===== config.mk =====
export PLATFORM = sky130hd
export DESIGN_NAME = multdiv_ctrl_seq_flat
export DESIGN_NICKNAME = d
export VERILOG_FILES = /design/src/rtl/multdiv_ctrl_pkg.sv /design/src/rtl/multdiv_ctrl_seq_if.sv /design/src/rtl/multdiv_ctrl_reg.sv /design/src/rtl/multdiv_ctrl_seq.sv /design/src/flat_wrapper.sv
export SDC_FILE = /design/constraint.sdc
export NUM_CORES = 1
export LEC_CHECK = 0
export BUFFER_PORTS_ARGS = -buffer_cell sky130_fd_sc_hd__buf_4
export CORE_UTILIZATION = 45
export CTS_CLUSTER_DIAMETER = 120
export DETAILED_ROUTE_END_ITERATION = 7
export GPL_ROUTABILITY_DRIVEN = 0
export PLACE_DENSITY = 0.69
export SLEW_MARGIN = 20
export SYNTH_ARGS = -nofsm -noshare
export SYNTH_HDL_FRONTEND = slang
export SYNTH_HIERARCHICAL = 1
export SYNTH_SLANG_ARGS = --single-unit

===== constraint.sdc =====
create_clock -name clk -period 3.65 [get_ports clk]
set_input_delay 0.5475 -clock clk [delete_from_list [all_inputs] [get_ports clk]]
set_output_delay 0.5475 -clock clk [all_outputs]
set_load 0.005 [all_outputs]

===== src/rtl/multdiv_ctrl_pkg.sv =====
// rtl/multdiv_ctrl_pkg.sv - shared types and parameter helpers for the multdiv sequencer
// Contents: state encoding enum, default step-count and counter-width derivation.
package multdiv_ctrl_pkg;

  typedef enum logic [1:0] {
    IDLE = 2'b00,
    LOAD = 2'b01,
    RUN  = 2'b10,
    DONE = 2'b11
  } state_e;

  // Radix-4 Booth retires two multiplier bits per iteration.
  function automatic int default_mult_steps(input int width);
    return width / 2;
  endfunction

  // Restoring division retires one quotient bit per iteration.
  function automatic int default_div_steps(input int width);
    return width;
  endfunction

  // One spare bit over the largest index keeps N-1 comparisons unsigned-safe.
  function automatic int default_cnt_w(input int mult_steps, input int div_steps);
    return $clog2((mult_steps > div_steps) ? mult_steps : div_steps) + 1;
  endfunction

endpackage


===== src/rtl/multdiv_ctrl_seq_if.sv =====
// rtl/multdiv_ctrl_seq_if.sv - request/strobe bundle between execute stage and multdiv sequencer
// master: execute side, drives ctrl_MULT/ctrl_DIV, observes status and strobes.
// slave:  sequencer side, samples requests, drives busy/is_div/load/step_en/step/last_step/result_rdy.
interface multdiv_ctrl_seq_if #(
  parameter int CNT_W = 6
);
  logic             ctrl_MULT;
  logic             ctrl_DIV;
  logic             busy;
  logic             is_div;
  logic             load;
  logic             step_en;
  logic [CNT_W-1:0] step;
  logic             last_step;
  logic             result_rdy;

  modport master (
    output ctrl_MULT, ctrl_DIV,
    input  busy, is_div, load, step_en, step, last_step, result_rdy
  );

  modport slave (
    input  ctrl_MULT, ctrl_DIV,
    output busy, is_div, load, step_en, step, last_step, result_rdy
  );
endinterface


===== src/rtl/multdiv_ctrl_reg.sv =====
// rtl/multdiv_ctrl_reg.sv - enabled register with synchronous clear to a parameter value
// Ports: clk, clr (sync, active-high), en (load enable), d (next value), q (stored value).
module multdiv_ctrl_reg #(
  parameter int           W       = 1,
  parameter logic [W-1:0] RST_VAL = '0
) (
  input  logic         clk,
  input  logic         clr,
  input  logic         en,
  input  logic [W-1:0] d,
  output logic [W-1:0] q
);

  always_ff @(posedge clk) begin
    if (clr) begin
      q <= RST_VAL;
    end else if (en) begin
      q <= d;
    end
  end

endmodule


===== src/rtl/multdiv_ctrl_seq.sv =====
// rtl/multdiv_ctrl_seq.sv - counted IDLE/LOAD/RUN/DONE sequencer for the iterative multiplier/divider
// Ports: clk, clr (sync, active-high), bus (slave modport: requests in, Moore strobes out).
module multdiv_ctrl_seq
  import multdiv_ctrl_pkg::*;
#(
  parameter int WIDTH      = 32,
  parameter int MULT_STEPS = default_mult_steps(WIDTH),
  parameter int DIV_STEPS  = default_div_steps(WIDTH),
  parameter int CNT_W      = default_cnt_w(MULT_STEPS, DIV_STEPS)
) (
  input  logic                clk,
  input  logic                clr,
  multdiv_ctrl_seq_if.slave   bus
);

  logic [1:0]       state_q;
  state_e           state;
  state_e           state_d;
  logic [CNT_W-1:0] step_q;
  logic [CNT_W-1:0] step_d;
  logic [CNT_W-1:0] n_last;
  logic             is_div_q;
  logic             is_div_d;
  logic             start;
  logic             start_div;

  assign state     = state_e'(state_q);
  assign start     = bus.ctrl_MULT | bus.ctrl_DIV;
  // Multiply wins when both requests arrive together.
  assign start_div = bus.ctrl_DIV & ~bus.ctrl_MULT;
  assign n_last    = is_div_q ? CNT_W'(DIV_STEPS - 1) : CNT_W'(MULT_STEPS - 1);

  always_comb begin
    state_d  = state;
    step_d   = step_q;
    is_div_d = is_div_q;
    // A start in any state (re)launches: from IDLE/DONE it issues, from LOAD/RUN it aborts.
    if (start) begin
      state_d  = LOAD;
      step_d   = '0;
      is_div_d = start_div;
    end else begin
      case (state)
        IDLE: state_d = IDLE;
        LOAD: begin
          state_d = RUN;
          step_d  = '0;
        end
        RUN: begin
          if (step_q == n_last) begin
            state_d = DONE;
          end else begin
            step_d = step_q + CNT_W'(1);
          end
        end
        DONE:    state_d = IDLE;
        default: state_d = IDLE;
      endcase
    end
  end

  multdiv_ctrl_reg #(.W(2), .RST_VAL(2'b00)) u_state_reg (
    .clk (clk),
    .clr (clr),
    .en  (1'b1),
    .d   (state_d),
    .q   (state_q)
  );

  multdiv_ctrl_reg #(.W(CNT_W), .RST_VAL('0)) u_step_reg (
    .clk (clk),
    .clr (clr),
    .en  (1'b1),
    .d   (step_d),
    .q   (step_q)
  );

  multdiv_ctrl_reg #(.W(1), .RST_VAL(1'b0)) u_is_div_reg (
    .clk (clk),
    .clr (clr),
    .en  (1'b1),
    .d   (is_div_d),
    .q   (is_div_q)
  );

  assign bus.busy       = (state == LOAD) || (state == RUN);
  assign bus.is_div     = is_div_q;
  assign bus.load       = (state == LOAD);
  assign bus.step_en    = (state == RUN);
  assign bus.step       = step_q;
  assign bus.last_step  = (state == RUN) && (step_q == n_last);
  assign bus.result_rdy = (state == DONE);

endmodule


===== src/flat_wrapper.sv =====
// flat-port wrapper written by rule: the top's interface ports become plain ports
module multdiv_ctrl_seq_flat import multdiv_ctrl_pkg::*;
#(
  parameter int WIDTH      = 32,
  parameter int MULT_STEPS = default_mult_steps(WIDTH),
  parameter int DIV_STEPS  = default_div_steps(WIDTH),
  parameter int CNT_W      = default_cnt_w(MULT_STEPS, DIV_STEPS)
)
  (clk, clr, bus_ctrl_MULT, bus_ctrl_DIV, bus_busy, bus_is_div, bus_load, bus_step_en, bus_step, bus_last_step, bus_result_rdy);
  multdiv_ctrl_seq_if #(.CNT_W(CNT_W)) bus_i ();
  input  logic clk;
  input  logic clr;
  input wire logic [$bits(bus_i.ctrl_MULT)-1:0] bus_ctrl_MULT;
  input wire logic [$bits(bus_i.ctrl_DIV)-1:0] bus_ctrl_DIV;
  output wire logic [$bits(bus_i.busy)-1:0] bus_busy;
  output wire logic [$bits(bus_i.is_div)-1:0] bus_is_div;
  output wire logic [$bits(bus_i.load)-1:0] bus_load;
  output wire logic [$bits(bus_i.step_en)-1:0] bus_step_en;
  output wire logic [$bits(bus_i.step)-1:0] bus_step;
  output wire logic [$bits(bus_i.last_step)-1:0] bus_last_step;
  output wire logic [$bits(bus_i.result_rdy)-1:0] bus_result_rdy;
  assign bus_i.ctrl_MULT = bus_ctrl_MULT;
  assign bus_i.ctrl_DIV = bus_ctrl_DIV;
  assign bus_busy = bus_i.busy;
  assign bus_is_div = bus_i.is_div;
  assign bus_load = bus_i.load;
  assign bus_step_en = bus_i.step_en;
  assign bus_step = bus_i.step;
  assign bus_last_step = bus_i.last_step;
  assign bus_result_rdy = bus_i.result_rdy;
  multdiv_ctrl_seq #(.WIDTH(WIDTH), .MULT_STEPS(MULT_STEPS), .DIV_STEPS(DIV_STEPS), .CNT_W(CNT_W)) u_core (.clk(clk), .clr(clr), .bus(bus_i));
endmodule

# After elaboration in Yosys (flattened, before gate mapping)
# Index checks and enable logic that the tools add are counted.
# classes
div	0
reduce_logical	7
n_bitwise	3
addsub	1
order_cmp	0
mul	0
n_eq_ne	7
mux	6
shift	0
# ops
cell	count
$pmux W6 S2	1
$add A6 B1 Y6 const B	1
$eq A6 B6 Y1	1
$mux W6	1
$pmux W2 S3	1
$mux W5	1
$eq A2 B2 Y1 const B	2
$reduce_or A2 Y1	2
$ne A3 B1 Y1 const B	1
$eq A2 B1 Y1 const B	1
$logic_not A2 Y1	1
$mux W2	1
$ne A2 B1 Y1 const B	1
$ne A2 B2 Y1 const B	1
$reduce_and A2 Y1	1
$reduce_bool A2 Y1	1
$and A1 B1 Y1	1
$logic_and A1 B1 Y1	1
$logic_or A1 B1 Y1	1
$mux W1	1
$not A1 Y1	1
$or A1 B1 Y1	1
# totals
ff_bits	9
ram_bits	0
romBits	0
latch_bits	0
memories	0
wordCells	28

# Longest topological paths before layout
# logic_depth
word_depth	5
mapped_depth	8

# Hierarchy
# The synthesis kept the hierarchy.
# modules_own_cells
module	cells_per_inst	seq_area_each_um2	n_inst	area_per_inst_um2
multdiv_ctrl_seq	47	0.0	1	337.8
multdiv_ctrl_reg (u_core.u_step_reg)	19	120.1	1	214.0
multdiv_ctrl_reg (u_core.u_state_reg)	6	40.0	1	67.6
multdiv_ctrl_reg (u_core.u_is_div_reg)	3	20.0	1	33.8

# Worst setup path before layout
# Ideal clock, no wire load.
# synth_timing
path_kind	register to register
start	register u_core.u_state_reg.q[0]
end	register u_core.u_step_reg.q[4]
arrival_time_ns	1.581
setup_slack_ns	2.005
setup_ns	0.064
path_stages_with_launch	8
t_required_ns	3.586
n_path_buf	0
synth_period_minus_slack_ns	1.645
cell_sequence	dfxtp_1 -> inv_1 -> ha_1 -> nand4b_4 -> or3b_1 -> a21oi_1 -> mux2i_1 -> nor2_1
# synth_via
elab_chain_cells	3
# synth_rtl
element	line	rtl
start, declared	multdiv_ctrl_reg.sv:11	output logic [W-1:0] q
start signal, assigned	multdiv_ctrl_reg.sv:16	q <= RST_VAL;
start signal, assigned	multdiv_ctrl_reg.sv:18	q <= d;
$eq A2 B2 Y1 or $eq A2 B1 Y1 (tied branches)	multdiv_ctrl_seq.sv:43	case (state)
$ne A2 B2 Y1 (no line) or $reduce_bool A2 Y1 (tied branches)	-	
$reduce_and A2 Y1 (no line)	-	
end signal, assigned	multdiv_ctrl_reg.sv:16	
end signal, assigned	multdiv_ctrl_reg.sv:18	
end, declared	multdiv_ctrl_reg.sv:11	
# Parallel ways exist; a longest one is shown, timed or not.
# A chain may end at the register's enable or synchronous reset.

# Worst setup path in the final report
# layout_timing
start	register u_core.u_step_reg.q[0]
end	output port bus_last_step
# layout_via
elab_chain_cells	2
# layout_rtl
element	line	rtl
$eq A6 B6 Y1	multdiv_ctrl_seq.sv:91	assign bus.last_step = (state == RUN) && (step_q == n_last);
$logic_and A1 B1 Y1	multdiv_ctrl_seq.sv:91	
end, declared	flat_wrapper.sv:20	output wire logic [$bits(bus_i.last_step)-1:0] bus_last_step;
# Every way passes these cells.

==> results.txt <==
----------------------------------------------------
[Run status]
  Status ... completed

[Worst setup path]
  End of the critical path ... bus_last_step
  Endpoint arrival time on the critical path ... 1630 ps
  Endpoint of the worst register-to-register path ... u_core/u_step_reg/q[4]$_SDFFE_PP0P_
  Crit Reg-Reg Startpoint ... u_core/u_state_reg/q[0]$_SDFFE_PP0P_
  Reg2reg path depth ... 7
  Worst reg-to-reg setup slack ... 1860 ps
  Nature of the critical path endpoint ... primary output
  Worst-path cell chain ... ha_1 > and4b_2 > nand2_1 > nor2_1 > buf_4
  Required time reported for the critical path endpoint ... 3100 ps
  Critical Path Slowest Stage Cell ... sky130_fd_sc_hd__dfxtp_1
  Type of origin of the critical path ... flop
  Path type of the worst setup path ... reg -> out
  Startpoint of the worst setup timing path ... u_core/u_step_reg/q[0]$_SDFFE_PP0P_
  Worst-path fanout max ... 7
  CP peak stage delay ... around 450 ps

[Placed design]
  Dpl hpwl ... around 1100 um
  Post-Place Cells ... 106
  Worst slack after detailed placement ... about 1800 ps
  Port-buffer cells ... 15
  Area after DPL ... just under 800 sq um

[Clock network]
  Post-CTS sizing ... 0
  Clock tree root driver cell ... sky130_fd_sc_hd__clkbuf_4
  Htree depth ... 1
  Setup repair bufs after CTS ... 0
  Total clock buffers created by CTS ... 3
  Reg clk slew, reported paths ... 60 ps
  Buffers from clock root to sink, at most ... 2
  TritonCTS clock tree ... yes
  Number of clock sinks seen by CTS ... 9
  Clock network latency to the later pin of the worst-skew pair ... 260 ps
  Number of buffers added to fix hold violations after cts ... 0

[Layout]
  Filler cell count in the final layout ... 119
  Final std cell area, no fill ... 799.5 sq um
  Top library cells by usage in the layout, fill and taps aside ... 15 x sky130_fd_sc_hd__buf_4, 13 x sky130_fd_sc_hd__nor2_1, 12 x sky130_fd_sc_hd__mux2i_1, 9 x sky130_fd_sc_hd__dfxtp_1, 5 x sky130_fd_sc_hd__nand3_1
  Count of placed standard cells in the final layout, fillers left out ... 110
  Fraction of layout cells with a size suffix above 1 ... 24.21%
  Share of the core filled with cells in the final layout ... 60.68%
  Most common library cell in the layout ignoring fill and taps ... sky130_fd_sc_hd__buf_4
  Antenna diodes ... 0
  Area growth from synthesis to layout ... 22.41%
  Number of nets in the finished design ... between 100 and 150

[Power and ir drop]
  Static Leak ... 0.3923 nW
  Power consumption ... 212.6 uW
  IR drop worst, VDD ... between 0.2 and 0.25 mV
  Pwr dens ... 265.9 nW/um^2

[GRT]
  Global routing usage on met1 ... 22.67%
  Number of global-route vias before repair ... 527
  Largest net degree at the start of global routing ... 10
  Overall fraction of global-route tracks in use ... 20.85%
  GR Util met3 ... 8.333%
  Met2 Resource Use GR ... 38.31%
  Antenna violations before repair ... 0
  GRT Residual Overflow ... 0
  Wire length of the first global-routing pass ... 2187 um
  GRT Max-Usage Layer ... met2

[STA]
  Worst clock skew on the final layout ... around 5.5 ps
  Highest attainable clock frequency ... 0.4589 GHz
  Final hold slack ... 530.5 ps
  RSZ-0062 raised after global routing ... no
  Setup violators final ... 0
  Final-layout setup total negative slack ... 0 ps
  Shortest clock period the worst path allows after layout ... 2179 ps
  Period Utilization, post-route ... between 50 and 60%
  Count of pins over their slew limit ... 0
  Final Hold Violating Endpoints ... 0
  Final worst setup slack ... 1471 ps

[Die]
  DIE WIDTH ... 40.10 um
  Die Footprint ... ~1600 sq um
  Top Ports ... 16
  Core footprint ... between 1000 and 1500 sq um
  Die height ... 40.10 um
  Starting Density ... roughly 50%
  Cell Rows ... 13

[Drt]
  Count of TritonRoute iterations in the first routing pass ... 4
  Number of vias per cell ... 5.236
  Via count of the routed design ... ~580
  Post-route ant nets ... 0
  Number of DRC markers in iteration 0 ... 10
  Routed wire length per instance ... between 10 and 15 um
  Residual DRC ... 0
  Aggregate routed wire length ... 1430 um

[Yosys]
  Part of the Yosys area used for sequential elements ... 27.59%
  Cells after Synth ... 75
  Netlist area before placement ... 653.1 sq um
  Number of distinct library cell variants in the gate-level netlist after synthesis ... 26
  Yosys warns ... 6
  Number of flip-flops and latches in the synthesized netlist ... 9
  Post-Syn Area per Cell ... ~8.7 sq um

[Flow run]
  Number of max-capacitance violations reported ... 0

[Hold path]
  Type of the worst min-delay path ... in -> reg

----------------------------------------------------
-- synth_stat cells --
cell type / instances / area (sq um)
sky130_fd_sc_hd__o2bb2ai_1: 1 / 8.760
sky130_fd_sc_hd__a211oi_1: 1 / 7.510
sky130_fd_sc_hd__or3b_1: 1 / 8.760
sky130_fd_sc_hd__nand2_1: 2 / 7.510
sky130_fd_sc_hd__o211ai_1: 2 / 15.01
sky130_fd_sc_hd__and2b_1: 1 / 7.510
sky130_fd_sc_hd__a21oi_1: 3 / 15.01
sky130_fd_sc_hd__nand4b_4: 1 / 23.77
sky130_fd_sc_hd__nand3_1: 5 / 25.02
sky130_fd_sc_hd__and4b_2: 2 / 22.52
sky130_fd_sc_hd__nor2b_1: 1 / 6.260
sky130_fd_sc_hd__conb_1: 1 / 3.750
sky130_fd_sc_hd__dfxtp_1: 9 / 180.2
sky130_fd_sc_hd__nand3b_1: 2 / 15.01
sky130_fd_sc_hd__buf_6: 2 / 22.52
sky130_fd_sc_hd__nor2_2: 1 / 6.260
sky130_fd_sc_hd__nor2_1: 13 / 48.80
sky130_fd_sc_hd__a31oi_1: 2 / 12.51
sky130_fd_sc_hd__xnor2_1: 1 / 8.760
sky130_fd_sc_hd__nor4_1: 1 / 6.260
sky130_fd_sc_hd__ha_1: 4 / 50.05
sky130_fd_sc_hd__mux2i_1: 12 / 120.1
sky130_fd_sc_hd__or2_2: 1 / 6.260
sky130_fd_sc_hd__o21ai_0: 1 / 5.000
sky130_fd_sc_hd__inv_1: 4 / 15.01
sky130_fd_sc_hd__nor3_1: 1 / 5.000
-- sequential cells by signal, summed over array words and instances (netlist names) --
name and flops:
u_core/u_state_reg/q 2, u_core/u_is_div_reg/q 1, u_core/u_step_reg/q 6
-- where the power goes --
| part | internal, mW | switching, mW |
|---|---|---|
| Clock | 0.0422 | 0.0361 |
| Combinational | 0.0148 | 0.0171 |
| Sequential | 0.100 | 0.00238 |
| Total | 0.157 | 0.0556 |
-- cell families (layout without fill, tap and decap cells) --
group           count (synthesis)  count (layout)  share of synthesized area, %
flops                           9               9                         27.59
fa+ha+maj                       4               4                         7.663
xor+xnor                        1               1                         1.341
compound gates                 10              10                         9.768
simple gates                   32              32                         28.93
other cells                     1               4                        0.5742
buf+inv                         6              23                         5.746
mux                            12              12                         18.39
-- per-layer routing --
layer / share of wire [%] / vias up
met2: 52 / 12
met4: 0 / 0
li1: - / 302
met1: 44 / 262
met5: 0 / -
met3: 4.1 / 0
-- final cells by class --
| cell class | instances | area (sq um) | area share [%] |
|---|---|---|---|
| Timing Repair Buffer | 15 | 112.6 | 14.08 |
| Clock buffer | 4 | 26.28 | 3.286 |
| Multi-Input combinational cell | 63 | 446.7 | 55.87 |
| Tap cell | 15 | 18.77 | 2.347 |
| Sequential cell | 9 | 180.2 | 22.54 |
| Inverter | 4 | 15.01 | 1.878 |
-- worst min-delay path by stage --
stage | from | cells past startpoint | slack (ps) | endpoint
after CTS | clr | 2 | 530 | u_core/u_step_reg/q[3]$_SDFFE_PP0P_
final | clr | 2 | 530 | u_core/u_step_reg/q[3]$_SDFFE_PP0P_
after global routing | clr | 2 | 520 | u_core/u_step_reg/q[1]$_SDFFE_PP0P_
after floorplan | clr | 1 | 620 | u_core/u_is_div_reg/q$_SDFFE_PP0P_
after global placement | u_core/u_is_div_reg/q$_SDFFE_PP0P_ | 4 | 690 | u_core/u_is_div_reg/q$_SDFFE_PP0P_
after detailed placement | u_core/u_step_reg/q[3]$_SDFFE_PP0P_ | 3 | 710 | u_core/u_step_reg/q[3]$_SDFFE_PP0P_
-- critical path, delay by kind of cell (launching register included) --
kind	cells	cell delay, ps
adder cells (fa/ha/maj)	1	290
buffers and inverters	1	110
flip-flops	1	450
AND/OR/NAND/NOR	3	510
(Power assumes the default switching activity.)
